[src/rtl/glitch_sequencer.sv]
// Multi-pulse glitch sequencer on the fast glitch clock.
// Fires up to DEPTH power-dip pulses per trigger edge. Each pulse takes its delay and
// duration from a slot table. The block also provides auto-rearm, abort and a status word.
// Optional feature macro: GLITCH_TIMEOUT_EN. When it is defined, an ARMED-state timeout
// is built, and status bit 5 reports that the timeout fired.
// Ports:
//   i_Clk, i_Rst_L                  clock, async active-low reset
//   i_target_trigger_in             asynchronous trigger from the target
//   o_target_powerdip_out           glitch output, active level OUT_POL
//   i_glitch_ctrl_DV/i_glitch_ctrl  control strobe and bits:
//                                   [0]arm [1]abort [2]fall-edge [3]rearm [7:4]npulse-1
//   i_slot_DV/idx/delay/duration    slot table write
//   o_glitch_status_DV              pulses for one cycle on every state change
//   o_glitch_status                 [2:0]state [3]done [4]cfg_err [5]timeout [11:8]slot
//                                   [31:16]fire_cnt
//   o_busy                          high whenever the state is not IDLE
module glitch_sequencer #(
    parameter int unsigned CNT_W       = 32,
    parameter int unsigned DEPTH       = 4,
    parameter logic        OUT_POL     = 1'b1,
    parameter int unsigned SYNC_STAGES = 2,
    parameter int unsigned ARM_TIMEOUT = 32'd1 << 24
) (
    input  logic                     i_Clk,
    input  logic                     i_Rst_L,
    input  logic                     i_target_trigger_in,
    output logic                     o_target_powerdip_out,
    input  logic                     i_glitch_ctrl_DV,
    input  logic [7:0]               i_glitch_ctrl,
    input  logic                     i_slot_DV,
    input  logic [$clog2(DEPTH)-1:0] i_slot_idx,
    input  logic [CNT_W-1:0]         i_slot_delay,
    input  logic [CNT_W-1:0]         i_slot_duration,
    output logic                     o_glitch_status_DV,
    output logic [31:0]              o_glitch_status,
    output logic                     o_busy
);

    localparam int unsigned IDX_W = $clog2(DEPTH);
    localparam int unsigned SW    = 5;

    typedef enum logic [2:0] {
        S_IDLE  = 3'd0,
        S_ARMED = 3'd1,
        S_DELAY = 3'd2,
        S_PULSE = 3'd3,
        S_DONE  = 3'd4
    } state_t;

    state_t                   state_q, state_n;
    logic [3:0]               slot_q, slot_n;
    logic [CNT_W-1:0]         cnt_q, cnt_n;
    logic [CNT_W-1:0]         dly_q [DEPTH];
    logic [CNT_W-1:0]         dur_q [DEPTH];
    logic [SW-1:0]            npulse_q;
    logic                     edge_sel_q, rearm_q;
    logic                     done_q, cfg_err_q, timeout_q;
    logic [15:0]              fire_cnt_q;
    logic                     pdip_q, status_dv_q, busy_q;

    logic [SYNC_STAGES-1:0]   sync_q;
    logic                     prev_q, prev2_q, edge_q;

    logic                     arm_req, abort_req, arm_take;
    logic                     slot_bad, slot_wr;
    logic [31:0]              idx_ext;
    logic [SW-1:0]            npulse_req;
    logic [SW-1:0]            start;
    logic                     found;
    logic [3:0]               found_idx;
    state_t                   go_state;
    logic [3:0]               go_slot;
    logic [CNT_W-1:0]         go_cnt;
    logic [IDX_W-1:0]         cur;
    logic                     seq_done, tmo_hit;

    assign arm_req    = i_glitch_ctrl_DV & i_glitch_ctrl[0] & ~i_glitch_ctrl[1];
    assign abort_req  = i_glitch_ctrl_DV & i_glitch_ctrl[1];
    assign arm_take   = arm_req & (state_q == S_IDLE);
    assign idx_ext    = 32'(i_slot_idx);
    assign slot_bad   = i_slot_DV & ((state_q != S_IDLE) | (idx_ext >= DEPTH));
    assign slot_wr    = i_slot_DV & ~slot_bad;
    assign npulse_req = SW'(i_glitch_ctrl[7:4]) + SW'(1);
    assign cur        = slot_q[IDX_W-1:0];

    // Trigger synchroniser followed by a registered edge detector on the selected edge
    always_ff @(posedge i_Clk or negedge i_Rst_L) begin
        if (!i_Rst_L) begin
            sync_q  <= '0;
            prev_q  <= 1'b0;
            prev2_q <= 1'b0;
            edge_q  <= 1'b0;
        end else begin
            sync_q  <= {sync_q[SYNC_STAGES-2:0], i_target_trigger_in};
            prev_q  <= sync_q[SYNC_STAGES-1];
            prev2_q <= prev_q;
            edge_q  <= edge_sel_q ? (~prev_q & prev2_q) : (prev_q & ~prev2_q);
        end
    end

`ifdef GLITCH_TIMEOUT_EN
    localparam int unsigned TMO_W = $clog2(ARM_TIMEOUT + 1);
    logic [TMO_W-1:0] tmo_cnt_q;

    // ARMED-state watchdog; it reloads on every entry into ARMED
    always_ff @(posedge i_Clk or negedge i_Rst_L) begin
        if (!i_Rst_L) begin
            tmo_cnt_q <= '0;
        end else if (state_n == S_ARMED && state_q != S_ARMED) begin
            tmo_cnt_q <= TMO_W'(ARM_TIMEOUT - 1);
        end else if (state_q == S_ARMED && tmo_cnt_q != '0) begin
            tmo_cnt_q <= tmo_cnt_q - TMO_W'(1);
        end
    end
`endif

    // Find the lowest slot at or after 'start' that does anything at all.
    // Slots whose delay and duration are both zero are skipped in zero time.
    always_comb begin
        start     = (state_q == S_ARMED) ? '0 : ({1'b0, slot_q} + SW'(1));
        found     = 1'b0;
        found_idx = '0;
        for (int i = DEPTH - 1; i >= 0; i--) begin
            if (SW'(i) >= start && SW'(i) < npulse_q &&
                (dly_q[IDX_W'(i)] != '0 || dur_q[IDX_W'(i)] != '0)) begin
                found     = 1'b1;
                found_idx = 4'(i);
            end
        end
    end

    // Entry point of the next slot: its delay phase, or its pulse phase, or DONE
    always_comb begin
        go_state = S_DONE;
        go_slot  = slot_q;
        go_cnt   = cnt_q;
        if (found) begin
            go_slot = found_idx;
            if (dly_q[found_idx[IDX_W-1:0]] != '0) begin
                go_state = S_DELAY;
                go_cnt   = dly_q[found_idx[IDX_W-1:0]];
            end else begin
                go_state = S_PULSE;
                go_cnt   = dur_q[found_idx[IDX_W-1:0]];
            end
        end
    end

    // Next-state logic
    always_comb begin
        state_n  = state_q;
        slot_n   = slot_q;
        cnt_n    = cnt_q;
        tmo_hit  = 1'b0;
        seq_done = 1'b0;
        case (state_q)
            S_IDLE: begin
                if (arm_req) state_n = S_ARMED;
            end
            S_ARMED: begin
                if (edge_q) begin
                    state_n = go_state;
                    slot_n  = go_slot;
                    cnt_n   = go_cnt;
                end
`ifdef GLITCH_TIMEOUT_EN
                else if (tmo_cnt_q == '0) begin
                    state_n = S_IDLE;
                    tmo_hit = 1'b1;
                end
`endif
            end
            S_DELAY: begin
                if (cnt_q <= CNT_W'(1)) begin
                    if (dur_q[cur] != '0) begin
                        state_n = S_PULSE;
                        cnt_n   = dur_q[cur];
                    end else begin
                        state_n = go_state;
                        slot_n  = go_slot;
                        cnt_n   = go_cnt;
                    end
                end else begin
                    cnt_n = cnt_q - CNT_W'(1);
                end
            end
            S_PULSE: begin
                if (cnt_q <= CNT_W'(1)) begin
                    state_n = go_state;
                    slot_n  = go_slot;
                    cnt_n   = go_cnt;
                end else begin
                    cnt_n = cnt_q - CNT_W'(1);
                end
            end
            S_DONE: begin
                state_n = rearm_q ? S_ARMED : S_IDLE;
            end
            default: state_n = S_IDLE;
        endcase
        if (abort_req) begin
            state_n = S_IDLE;
            tmo_hit = 1'b0;
        end
        seq_done = (state_n == S_DONE) && (state_q != S_DONE);
    end

    // State, counters, config latch and registered outputs
    always_ff @(posedge i_Clk or negedge i_Rst_L) begin
        if (!i_Rst_L) begin
            state_q     <= S_IDLE;
            slot_q      <= '0;
            cnt_q       <= '0;
            npulse_q    <= '0;
            edge_sel_q  <= 1'b0;
            rearm_q     <= 1'b0;
            done_q      <= 1'b0;
            cfg_err_q   <= 1'b0;
            timeout_q   <= 1'b0;
            fire_cnt_q  <= '0;
            pdip_q      <= ~OUT_POL;
            status_dv_q <= 1'b0;
            busy_q      <= 1'b0;
            for (int i = 0; i < DEPTH; i++) begin
                dly_q[i] <= '0;
                dur_q[i] <= '0;
            end
        end else begin
            state_q     <= state_n;
            slot_q      <= slot_n;
            cnt_q       <= cnt_n;
            pdip_q      <= (state_n == S_PULSE) ? OUT_POL : ~OUT_POL;
            status_dv_q <= (state_n != state_q);
            busy_q      <= (state_n != S_IDLE);
            if (arm_take) begin
                edge_sel_q <= i_glitch_ctrl[2];
                rearm_q    <= i_glitch_ctrl[3];
                npulse_q   <= (npulse_req > SW'(DEPTH)) ? SW'(DEPTH) : npulse_req;
                slot_q     <= '0;
            end
            if (arm_take)      done_q <= 1'b0;
            else if (seq_done) done_q <= 1'b1;
            if (slot_bad)      cfg_err_q <= 1'b1;
            else if (arm_take) cfg_err_q <= 1'b0;
            if (tmo_hit)       timeout_q <= 1'b1;
            else if (arm_take) timeout_q <= 1'b0;
            if (seq_done)      fire_cnt_q <= fire_cnt_q + 16'd1;
            if (slot_wr) begin
                dly_q[i_slot_idx] <= i_slot_delay;
                dur_q[i_slot_idx] <= i_slot_duration;
            end
        end
    end

    assign o_target_powerdip_out = pdip_q;
    assign o_glitch_status_DV    = status_dv_q;
    assign o_busy                = busy_q;
    assign o_glitch_status       = {fire_cnt_q, 4'b0, slot_q, 2'b0,
                                    timeout_q, cfg_err_q, done_q, state_q};

endmodule

[config.mk]
export PLATFORM = sky130hd
export DESIGN_NAME = glitch_sequencer
export DESIGN_NICKNAME = d
export VERILOG_FILES = /design/src/rtl/glitch_sequencer.sv
export SDC_FILE = /design/constraint.sdc
export NUM_CORES = 1
export LEC_CHECK = 0
export BUFFER_PORTS_ARGS = -buffer_cell sky130_fd_sc_hd__buf_2
export CAP_MARGIN = 20
export CORE_AREA = 2 2 227 140
export DETAILED_ROUTE_END_ITERATION = 6
export DIE_AREA = 0 0 229 142
export GPL_ROUTABILITY_DRIVEN = 1
export PLACE_DENSITY = 0.53
export SLEW_MARGIN = 0
export SYNTH_ARGS = -nofsm -noshare
export SYNTH_HDL_FRONTEND = slang
export SYNTH_SLANG_ARGS = --single-unit
[constraint.sdc]
create_clock -name i_Clk -period 3.9 [get_ports i_Clk]
set_clock_uncertainty 0.15 [all_clocks]
set_input_delay 0.78 -clock i_Clk [delete_from_list [all_inputs] [get_ports i_Clk]]
set_output_delay 0.78 -clock i_Clk [all_outputs]
set_load 0.01 [all_outputs]
### After elaboration in Yosys (flattened, before gate mapping)

Cells that the tools add are included.

* flip-flop bits (word level): 328
* input bits: 79

* $add $sub $neg: 4
* order comparisons: 11
* eq/ne operators: 13
* muxes and demuxes: 49
* bitwise operators: 16
* reduce and logical (&&, ||, !) cells: 23

Operator list (number)
* 32-bit 2-to-1 mux: 13
* 128-bit bitwise mux: 2
* 32-bit binary-select mux with 2-bit select: 3
* 32-bit nonzero test: 6
* 32-bit case mux with 3 select lines: 1
* 32-bit demux with 2-bit select: 1
* 32-bit by 1-bit <= comparator with 1-bit output, second input constant: 1
* 32-bit by 1-bit subtractor with 32-bit output, second input constant: 1
* 4-bit 2-to-1 mux: 7
* 3-bit 2-to-1 mux: 7
* 16-bit by 1-bit adder with 16-bit output, second input constant: 1
* 3-bit != test, second input constant: 5
* 3-bit case mux with 5 select lines: 1
* 4-bit case mux with 3 select lines: 1
* 1-bit 2-to-1 mux: 11
* 4-bit by 1-bit adder with 5-bit output, second input constant: 2
* 1-bit by 5-bit >= comparator with 1-bit output, first input constant: 2
* 1-bit by 5-bit < comparator with 1-bit output, first input constant: 2
* 5-bit 2-to-1 mux: 2
* 3-bit by 2-bit == test with 1-bit output, second input constant: 3
* 3-bit >= comparator, second input constant: 3
* 2-bit inverter with 3-bit output: 3
* 3-bit nonzero test: 3
* 1-bit bitwise AND: 8
* other kinds (16): 27

### Longest topological paths before layout

* depth after elaboration: 22
* mapped depth: 11
* depth with buffers taken out: 9

### Worst setup path before layout

No wires, ideal clock.

* path kind: register -> register
* from: register cnt_q[20]
* to: register status_dv_q, in the netlist o_glitch_status_DV
* setup time: 139 ps
* arrival: 2868 ps
* required time: 3611 ps
* path slack: 743 ps
* stages on the path, launching flop included: 10
* path buffers: 1
* cell sequence: dfrtp_1 buf_2 nor4_2 nand4_1 or4_1 a311o_1 a31oi_1 o22ai_1 xnor2_1 or4_1

* longest elaborated chain between the ends: 5

RTL lines
* start, declared: line 52 `logic [CNT_W-1:0] cnt_q, cnt_n;`
* start signal, assigned: line 231 `cnt_q <= cnt_n;`
* 32-bit by 1-bit <= comparator with 1-bit output *: line 174, 188
* 3-bit 2-to-1 mux (on tied branches): line 188, 174
* 3-bit case mux with 5 select lines *: line 156 `case (state_q)`
* 3-bit 2-to-1 mux *: line 201 `if (abort_req) begin`
* net state_n[0]: line 50 `state_t state_q, state_n;`
* 3-bit != test *: line 233 `status_dv_q <= (state_n != state_q);`
* end signal, assigned: line 233
* end, declared: line 59 `logic pdip_q, status_dv_q, busy_q;`

Mark *: on every way through the listed nets, which the timed path passes. The rest lies on a longest branch.
A chain may end at the register's enable or synchronous reset.

### Worst setup path after layout

* from: register cnt_q[22]
* to: register status_dv_q, in the netlist o_glitch_status_DV

The elaborated chain is that of the path after synthesis.

==> reports/qor.yml <==
critical_path_arrival_ps: 3830
synth_top_area_cell: "dfrtp_1"
slowest_stage: "or4_1"
p_comb_frac: 0.441
clock_sinks: 197
area_delta_synth_final_pct: 17.2
viasPerCell: 5.87
ys_ff_latch: 197
start_kind: "register"
timing.setup.tns_ps: 0
post_dp_cell_area_mm2: 0.0121
cts_buffers: 17
cp.required_ps: 4090
p_leak_uw: 0.00526
layout.nets: 1227
avgSynthCellArea_um2: 10.4
gp_congestion: 0.905
die-area_mm2: 0.0325
drtIter0Drc: 973
power_switching_uw: 4770
antenna_found_initial: 0
root_buffer: "clkbuf_16"
dp_hpwl_mm: 27.3
boundaryPins: 114
synthArstFlopShare: 1.00
cap_violations: 0
wl_mm: 37.0
synth-main-ff-cell: "dfrtp_1"
hold_slack_ps: 186
crit_top_cell: "or4_1"
slowest_delay_ps: 740
portBuffers: 103
drc: 0
p_total_uw: 10700
syn_area_mm2: 0.0108
clk_pin_slew_ps: 80
initial_core_util: 0.355
yosysSeqAreaShare: 0.455
vias: 9226
crit_chain: "nor4_2 -> nand4_1 -> or4_1 -> a311o_1 -> a31oi_1 -> o22ai_1 -> xnor2_1 -> or4_1"
worstPathMaxFanout: 6
synth_warnings: 0
finalMaxSlewViolations: 0
die_x_um: 229
rsz0062_at_grt: "false"
cts_max_level: 4
wl_per_cell_um: 23.6
hold_class: "in -> async"
irDropWorstVdd_uv: 367
drive_gt1_frac: 0.309
netlist_top_cells_area: "dfrtp_1 46%, mux2_2 15%, mux2i_1 4.3%, nand3_1 2.8%, nand2_1 2.3%"
netlist_instances: 1038
cts_buffer_depth: 2
core_area_mm2: 0.0305
status: "complete, no violations"
seqPwrFrac: 0.385
track_usage: 0.234
switching_share: 0.447
endpoint_kind: "register"
p_int_uw: 5910
cts_tree: "done"
grt_pass1_vias: 8876
power_frac_clock: 0.174
synth_edf_count: 0
clkLatencyLatePin_ps: 470
hold_viol_final: 0
crit_type: "reg -> reg"
cts_setup_buffers: 0
ctsHoldBuffers: 0
firstDrtPassIters: 7
grt_start_max_net_pins: 85
netlist.area_leader.share: 0.455
power_density_mw_per_mm2: 842
period_needed_ps: 3640
report.final.setup_viol: 0
period_share: 0.935
grt_pass1_wl_mm: 56.7
num_rows: 50
grt.overflow.total: 0
worst_pin_slew_ps: 808
synth_cell_types: 61
ant_nets: 0
fmax_mhz: 274
die_h_um: 142
final_area_mm2: 0.0127
diodes: 0
relSlewSlack: 0.455
metrics by stage:
step                cells  utilization  setup slack [ps]
global route         1573        0.415              36.6
CTS                  1573        0.415               239
detailed placement   1541        0.396               265
floorplan            1047            -               743
global placement     1540        0.395               355
finish               1573        0.415               255
critical path, delay by kind of cell (launching register included):
kind	cells	cell delay (ps)
compound gates	3	720
xor+xnor	1	140
flops	1	460
simple gates	4	2030
cell usage after synthesis (21+ instances only):
library cell / n
nand4_1: 30
nand2_1: 67
nor3_1: 30
clkbuf_1: 64
mux2_2: 142
o21ai_0: 39
nand3_1: 60
a21oi_1: 40
nor4_1: 40
xnor2_1: 21
dfrtp_1: 197
nor2_1: 49
mux2i_1: 47
timing repair:
item | CTS | global route
hold endpoints to repair | 0 | 0
resized for setup | 0 | 1
setup endpoints to repair | 0 | 1
sequential cells by signal, indices dropped and copies added, names as in the netlist:
name and count:
o_glitch_status_DV 1, dly_q 64, slot_q 1, prev2_q 1, npulse_q 5, fire_cnt_q 16
cfg_err_q 1, done_q 1, edge_sel_q 1, cnt_q 32, dur_q 64, o_busy 1
sync_q 2, o_target_powerdip_out 1, edge_q 1, rearm_q 1, prev_q 1, state_q 3
final timing paths:
kind | start | end | slack (ps) | depth (start not counted)
worst min-delay path | i_Rst_L | dly_q[127]$_DFFE_PN0P_ | 190 | 1
min in group i_Clk | sync_q[1]$_DFF_PN0_ | prev_q$_DFF_PN0_ | 210 | 0
max in group asynchronous | i_Rst_L | edge_sel_q$_DFFE_PN0P_ | 2490 | 2
worst max register to register | cnt_q[22]$_DFFE_PN0P_ | o_glitch_status_DV$_DFF_PN0_ | 260 | 8
worst min register to register | sync_q[1]$_DFF_PN0_ | prev_q$_DFF_PN0_ | 210 | 0
worst max-delay path | cnt_q[22]$_DFFE_PN0P_ | o_glitch_status_DV$_DFF_PN0_ | 260 | 8
cell families (layout without fill, tap and decap cells):
family,count (synthesis),after routing,share of synthesized area
AO/OA/AOI/OAI,197,197,0.124
XOR/XNOR,38,38,0.0307
adder cells (fa/ha/maj),4,4,0.00462
buffers and inverters,91,201,0.0364
flip-flops,197,197,0.455
multiplexers,189,189,0.191
other,1,10,0.000346
AND/OR/NAND/NOR,321,321,0.158
per-layer routing:
layer / up-vias / wire (um) / track usage / share of wire
li1: 4122 / - / - / -
met1: 4617 / 17700 / 0.350 / 0.48
met2: 442 / 15000 / 0.319 / 0.40
met3: 45 / 3660 / 0.0687 / 0.099
met4: 0 / 704 / 0.0759 / 0.019
met5: - / 0 / 0 / 0
power groups by stage:
stage,clock (uW),sequential (uW),combinational [uW]
6_report,1860,4110,4710
3_5_place_dp,0,4100,4610
5_1_grt,1990,4230,5100
4_1_cts,1900,4060,4640
3_3_place_gp,0,4090,4560
2_1_floorplan,0,3550,3150
layout by cell type (no fill, tap or decap), types with 21 or more instances in the layout:
| master | count |
|---|---|
| buf_2 | 102 |
| o21ai_0 | 39 |
| mux2_2 | 142 |
| nand2_1 | 67 |
| dfrtp_1 | 196 |
| xnor2_1 | 21 |
| buf_4 | 53 |
| nand3_1 | 60 |
| nand4_1 | 30 |
| mux2i_1 | 47 |
| nor2_1 | 46 |
| nor4_1 | 39 |
| nor3_1 | 28 |
| a21oi_1 | 39 |
layout make-up:
cell class              count  area [um^2]
inverters                   9         33.8
repair buffers            160          997
well taps                 416          520
clock inverters            15          176
flip-flops and latches    197         4930
fillers                  3041        17800
multi-input cells         759         5600
clock buffers              17          425
Note: power is estimated with default switching activity, not from simulation.
